## config.mk

```make
export PLATFORM = sky130hd
export DESIGN_NAME = mem_port_arbiter_flat
export DESIGN_NICKNAME = d
export VERILOG_FILES = /design/src/rtl/mem_port_arbiter_if.sv /design/src/rtl/mem_port_arbiter.sv /design/src/flat_wrapper.sv
export SDC_FILE = /design/constraint.sdc
export NUM_CORES = 1
export LEC_CHECK = 0
export ABC_CLOCK_PERIOD_IN_PS = 6300
export CAP_MARGIN = 10
export CORE_UTILIZATION = 36
export DETAILED_ROUTE_END_ITERATION = 16
export PLACE_DENSITY = 0.88
export SLEW_MARGIN = 20
export SYNTH_ARGS = -nofsm -noshare
export SYNTH_HDL_FRONTEND = slang
export SYNTH_SLANG_ARGS = --single-unit
```

## constraint.sdc

```tcl
create_clock -name clock -period 6.3 [get_ports clock]
set_input_delay 1.575 -clock clock [delete_from_list [all_inputs] [get_ports clock]]
set_output_delay 1.575 -clock clock [all_outputs]
set_load 0.02 [all_outputs]
```

## src/rtl/mem_port_arbiter_if.sv

```systemverilog
// Request/grant/read-return bundle between requestors and the arbiter,
// plus the shared single-ported memory port it drives.
interface mem_port_arbiter_if #(
  parameter int unsigned N_MASTERS = 3,
  parameter int unsigned ADDR_W    = 16,
  parameter int unsigned DATA_W    = 16
);
  logic [N_MASTERS-1:0]        req;
  logic [N_MASTERS-1:0]        req_wen;
  logic [N_MASTERS*ADDR_W-1:0] req_addr;
  logic [N_MASTERS*DATA_W-1:0] req_wdata;
  logic [N_MASTERS-1:0]        gnt;
  logic [N_MASTERS-1:0]        rvalid;
  logic [DATA_W-1:0]           rdata;
  logic                        mem_en;
  logic                        mem_wen;
  logic [ADDR_W-1:0]           mem_addr;
  logic [DATA_W-1:0]           mem_din;
  logic [DATA_W-1:0]           mem_dout;

  modport slave (
    input  req, req_wen, req_addr, req_wdata, mem_dout,
    output gnt, rvalid, rdata, mem_en, mem_wen, mem_addr, mem_din
  );

  modport master (
    output req, req_wen, req_addr, req_wdata, mem_dout,
    input  gnt, rvalid, rdata, mem_en, mem_wen, mem_addr, mem_din
  );
endinterface

```

## src/rtl/mem_port_arbiter.sv

```systemverilog
// N-master arbiter sharing one synchronous memory port; registers the winning
// access and returns read data to its issuer after RD_LATENCY cycles, in order.
module mem_port_arbiter #(
  parameter int unsigned N_MASTERS  = 3,
  parameter int unsigned ADDR_W     = 16,
  parameter int unsigned DATA_W     = 16,
  parameter int unsigned RD_LATENCY = 1,
  parameter int unsigned ARB_MODE   = 0
) (
  input logic               clock,
  input logic               reset,
  mem_port_arbiter_if.slave bus
);
  localparam int unsigned IDX_W = (N_MASTERS > 1) ? $clog2(N_MASTERS) : 1;

  logic [IDX_W-1:0] last_grant;
  logic [IDX_W-1:0] win;
  logic [IDX_W-1:0] cand;
  logic             found;
  logic [IDX_W-1:0] mem_idx;
  logic             tag_v   [RD_LATENCY];
  logic [IDX_W-1:0] tag_idx [RD_LATENCY];

  // Round-robin scans from last_grant+1; fixed priority scans from index 0.
  always_comb begin
    bus.gnt = '0;
    win     = '0;
    cand    = '0;
    found   = 1'b0;
    if (!reset) begin
      for (int unsigned i = 0; i < N_MASTERS; i++) begin
        cand = (ARB_MODE != 0) ? IDX_W'(i)
                               : IDX_W'((32'(last_grant) + 32'd1 + i) % N_MASTERS);
        if (!found && bus.req[cand]) begin
          found = 1'b1;
          win   = cand;
        end
      end
      if (found) bus.gnt[win] = 1'b1;
    end
  end

  always_ff @(posedge clock) begin
    if (reset) begin
      last_grant   <= IDX_W'(N_MASTERS - 1);
      bus.mem_en   <= 1'b0;
      bus.mem_wen  <= 1'b0;
      bus.mem_addr <= '0;
      bus.mem_din  <= '0;
      mem_idx      <= '0;
      for (int unsigned s = 0; s < RD_LATENCY; s++) begin
        tag_v[s]   <= 1'b0;
        tag_idx[s] <= '0;
      end
    end else begin
      bus.mem_en  <= found;
      bus.mem_wen <= found & bus.req_wen[win];
      if (found) begin
        bus.mem_addr <= bus.req_addr[win*ADDR_W +: ADDR_W];
        bus.mem_din  <= bus.req_wdata[win*DATA_W +: DATA_W];
        mem_idx      <= win;
        if (ARB_MODE == 0) last_grant <= win;
      end
      // Tag pipeline tracks which master owns the read currently on the port.
      tag_v[0]   <= bus.mem_en & ~bus.mem_wen;
      tag_idx[0] <= mem_idx;
      for (int unsigned s = 1; s < RD_LATENCY; s++) begin
        tag_v[s]   <= tag_v[s-1];
        tag_idx[s] <= tag_idx[s-1];
      end
    end
  end

  always_comb begin
    bus.rvalid = '0;
    bus.rdata  = '0;
    if (tag_v[RD_LATENCY-1]) begin
      bus.rvalid[tag_idx[RD_LATENCY-1]] = 1'b1;
      bus.rdata                         = bus.mem_dout;
    end
  end
endmodule

```

## src/flat_wrapper.sv

```systemverilog
// flat-port wrapper written by rule: the top's interface ports become plain ports
module mem_port_arbiter_flat 
#(
  parameter int unsigned N_MASTERS  = 3,
  parameter int unsigned ADDR_W     = 16,
  parameter int unsigned DATA_W     = 16,
  parameter int unsigned RD_LATENCY = 1,
  parameter int unsigned ARB_MODE   = 0
)
  (clock, reset, bus_req, bus_req_wen, bus_req_addr, bus_req_wdata, bus_mem_dout, bus_gnt, bus_rvalid, bus_rdata, bus_mem_en, bus_mem_wen, bus_mem_addr, bus_mem_din);
  mem_port_arbiter_if #(.N_MASTERS(N_MASTERS), .ADDR_W(ADDR_W), .DATA_W(DATA_W)) bus_i ();
  input logic clock;
  input logic reset;
  input wire logic [$bits(bus_i.req)-1:0] bus_req;
  input wire logic [$bits(bus_i.req_wen)-1:0] bus_req_wen;
  input wire logic [$bits(bus_i.req_addr)-1:0] bus_req_addr;
  input wire logic [$bits(bus_i.req_wdata)-1:0] bus_req_wdata;
  input wire logic [$bits(bus_i.mem_dout)-1:0] bus_mem_dout;
  output wire logic [$bits(bus_i.gnt)-1:0] bus_gnt;
  output wire logic [$bits(bus_i.rvalid)-1:0] bus_rvalid;
  output wire logic [$bits(bus_i.rdata)-1:0] bus_rdata;
  output wire logic [$bits(bus_i.mem_en)-1:0] bus_mem_en;
  output wire logic [$bits(bus_i.mem_wen)-1:0] bus_mem_wen;
  output wire logic [$bits(bus_i.mem_addr)-1:0] bus_mem_addr;
  output wire logic [$bits(bus_i.mem_din)-1:0] bus_mem_din;
  assign bus_i.req = bus_req;
  assign bus_i.req_wen = bus_req_wen;
  assign bus_i.req_addr = bus_req_addr;
  assign bus_i.req_wdata = bus_req_wdata;
  assign bus_i.mem_dout = bus_mem_dout;
  assign bus_gnt = bus_i.gnt;
  assign bus_rvalid = bus_i.rvalid;
  assign bus_rdata = bus_i.rdata;
  assign bus_mem_en = bus_i.mem_en;
  assign bus_mem_wen = bus_i.mem_wen;
  assign bus_mem_addr = bus_i.mem_addr;
  assign bus_mem_din = bus_i.mem_din;
  mem_port_arbiter #(.N_MASTERS(N_MASTERS), .ADDR_W(ADDR_W), .DATA_W(DATA_W), .RD_LATENCY(RD_LATENCY), .ARB_MODE(ARB_MODE)) u_core (.clock(clock), .reset(reset), .bus(bus_i));
endmodule
```

==> results.cfg <==
[run_status]
status = finished clean

[worst_setup_path]
reg2reg_slack_ns = 3.33
cp_top_family = buffers and inverters
cp.arrival_ns = 3.99
cpMostUsedCell = clkdlybuf4s50_1
r2r-start = u_core.mem_idx[0]
path_max_fanout = 7
cp.required_ns = 4.72
cp-end-kind = primary output
path_cells = clkdlybuf4s50_1 -> nand3b_1 -> o21a_1 -> a211oi_1 -> o211ai_1 -> or2_1 -> inv_1 -> clkdlybuf4s50_1
slowest_delay_ns = 0.62
startpoint_type = input pin
r2r-end = u_core.bus.mem_addr[2]
cp_slowest_cell = clkdlybuf4s50_1
path_buf_inv = 3
worstSetupPathType = in2out
r2r_cells = 9

[logic_synthesis]
synth.distinct_cells = 44
yosysSeqAreaShare_pct = 35.4
syn_area_per_cell_sq_um = 9.55
netlist_area_sq_um = 2260
synth_edf_count = 0
yosysWarningCount = 0
synthCells = 237
synth_nets = 361
synth-seq-cells = 40
ys.flop_type = dfxtp_1
synthArstFlopShare_pct = 0

[routing]
routed.top_layer = met4
vias_per_cell = 5.14
wl_met1_mm = 2.74
detail_route.first_pass.iterations = 4
ant_nets = 0
wl_per_cell_um = 14.8
vias = 2485
dr.first_iter.drc_count = 68
drc = 0
met2_length_mm = 3.62
wl_mm = 7.15
wl_met3_um = 587

[worst_hold_path]
hold_path_class = reg2reg
worstHoldStart = u_core.bus.mem_wen
min_delay_path_depth = 1
worstHoldEndpoint = u_core.tag_v[0]

[floorplan]
rows = 28
die_x_um = 81.3
initial_core_util_pct = 37.8
ios = 176
chipHeight_um = 81.3
coreArea_sq_um = 5990
die_area_sq_um = 6600

[clock_tree]
cts_root_buf = clkbuf_8
cts_buffers = 5
clk_latency_ns = 0.28
clk_pin_slew_ns = 0.07
clkSinkCount = 40
ctsResizeCount = 0
postCtsSetupBuffers = 0
clockBufferDepth = 2
cts_max_level = 2
ctsHoldBuffers = 0
cts_tree = yes

[timing]
fin_skew_ns = 0.00338
max_slew_margin_pct = 54.3
hold_slack_ns = 0.450
finalSetupViolCount = 0
worst-slew-pin-transition_ns = 0.686
clock.fmax_mhz = 180
setup_tns_ns = 0
slew_violations = 0
fin_crit_ns = 5.57
period_share_pct = 88.4
rsz0062_at_grt = no
hold_viol = 0

[finish]
nets = 531
fillCellCount = 478
antenna_cells = 0
drive_gt1_share_pct = 6.86
area_growth_pct = 83.6

[global_routing]
first_global_vias = 2403
grt_max_degree = 33
antenna_found_initial = 0
grt_pass1_wl_mm = 10.7
grtUsageTotal_pct = 21.0
overflow = 0

[pwr]
peakVddDrop_uv = 407
power_leakage_nw = 1.60
power_density_nw_per_um2 = 415
total_power_mw = 1.72

[placement]
hpwl_mm = 5.56
io_buffers = 175
place.gp.congestion = 0.925

[job]
maxCapViolations = 0
-- worst max-delay path by stage --
stage / start / end / slack [ns] / depth (start not counted)
2_1_floorplan: bus_req[1] / bus_gnt[1] / 1.86 / 7
3_3_place_gp: bus_req[1] / bus_gnt[0] / 0.83 / 8
3_5_place_dp: bus_req[2] / bus_gnt[0] / 0.76 / 8
4_1_cts: bus_req[2] / bus_gnt[0] / 0.76 / 8
5_1_grt: bus_req[2] / bus_gnt[0] / 0.63 / 8
6_report: bus_req[2] / bus_gnt[0] / 0.73 / 8
-- report_power, final --
group | internal [mW] | switching [mW]
clock network | 0.0890 | 0.0846
registers | 0.351 | 0.0554
logic | 0.555 | 0.587
total | 0.995 | 0.727
-- stage by stage --
step	area (sq um)	std cells	utilization, %	setup WS [ns]
5_1_grt	4150	483	69.3	0.635
3_3_place_gp	4060	475	67.8	0.835
3_5_place_dp	4060	475	67.8	0.764
6_report	4150	483	69.3	0.732
2_1_floorplan	2260	237	-	1.86
4_1_cts	4150	483	69.3	0.762
-- kinds of logic (layout without fill, tap and decap cells) --
kind of cell | after synthesis | after routing | synth area share (%)
flops | 40 | 40 | 35.4
fa+ha+maj | 4 | 4 | 2.21
simple gates | 71 | 71 | 16.5
compound gates | 62 | 62 | 25.8
buf+inv | 28 | 199 | 5.86
mux | 32 | 32 | 14.2
-- registers in the layout, indices dropped and copies added (netlist names) --
| name | cells |
|---|---|
| u_core.bus.mem_din | 16 |
| u_core.bus.mem_en | 1 |
| u_core.tag_v | 1 |
| u_core.tag_idx | 2 |
| u_core.bus.mem_addr | 16 |
| u_core.bus.mem_wen | 1 |
| u_core.last_grant | 1 |
| u_core.mem_idx | 2 |
-- cell usage in the layout, fill, tap and decap left out, types with 4 or more instances in the layout --
cell type | netlist | final
a221o_1 | 20 | 20
a22oi_1 | 9 | 9
and2_1 | 17 | 17
buf_4 | 1 | 5
clkbuf_8 | 0 | 6
clkdlybuf4s50_1 | 0 | 175
dfxtp_1 | 40 | 40
ha_1 | 4 | 4
inv_1 | 11 | 11
mux2i_1 | 31 | 31
nand2_1 | 4 | 4
nor2_1 | 30 | 30
o22ai_1 | 8 | 8
o32ai_2 | 5 | 5
-- area by class of cell --
| type | instances | area (sq um) | area share [%] |
|---|---|---|---|
| repair buffers | 180 | 1790 | 43.1 |
| multi-input cells | 169 | 1340 | 32.1 |
| flip-flops and latches | 40 | 801 | 19.3 |
| well taps | 75 | 93.8 | 2.26 |
| clock buffers | 7 | 86.3 | 2.08 |
| inverters | 11 | 41.3 | 0.994 |
| clock inverters | 1 | 7.51 | 0.181 |
-- Yosys cell counts, types with 2 or more instances --
master | number | area [sq um]
nor2_1 | 30 | 113
clkbuf_1 | 6 | 22.5
nand2b_1 | 3 | 18.8
nor3b_1 | 3 | 22.5
a21oi_1 | 2 | 10.0
or2_1 | 2 | 12.5
buf_6 | 2 | 22.5
nand3b_1 | 3 | 22.5
o22ai_1 | 8 | 50.1
a221oi_2 | 2 | 30.0
ha_1 | 4 | 50.1
dfxtp_1 | 40 | 801
buf_2 | 7 | 35.0
inv_1 | 11 | 41.3
o21a_1 | 2 | 15.0
o32ai_2 | 5 | 81.3
nand2_1 | 4 | 15.0
a221o_1 | 20 | 200
a221oi_1 | 3 | 26.3
a22oi_1 | 9 | 67.6
mux2i_1 | 31 | 310
nor2b_1 | 2 | 12.5
and2_1 | 17 | 106
-- layer usage --
metal | vias up | global-route usage (%)
met5 | - | 0
met4 | 0 | 8.57
met3 | 18 | 5.39
met2 | 119 | 38.9
met1 | 1133 | 22.2
li1 | 1215 | -
No activity file was read; power rests on OpenSTA's default activity.
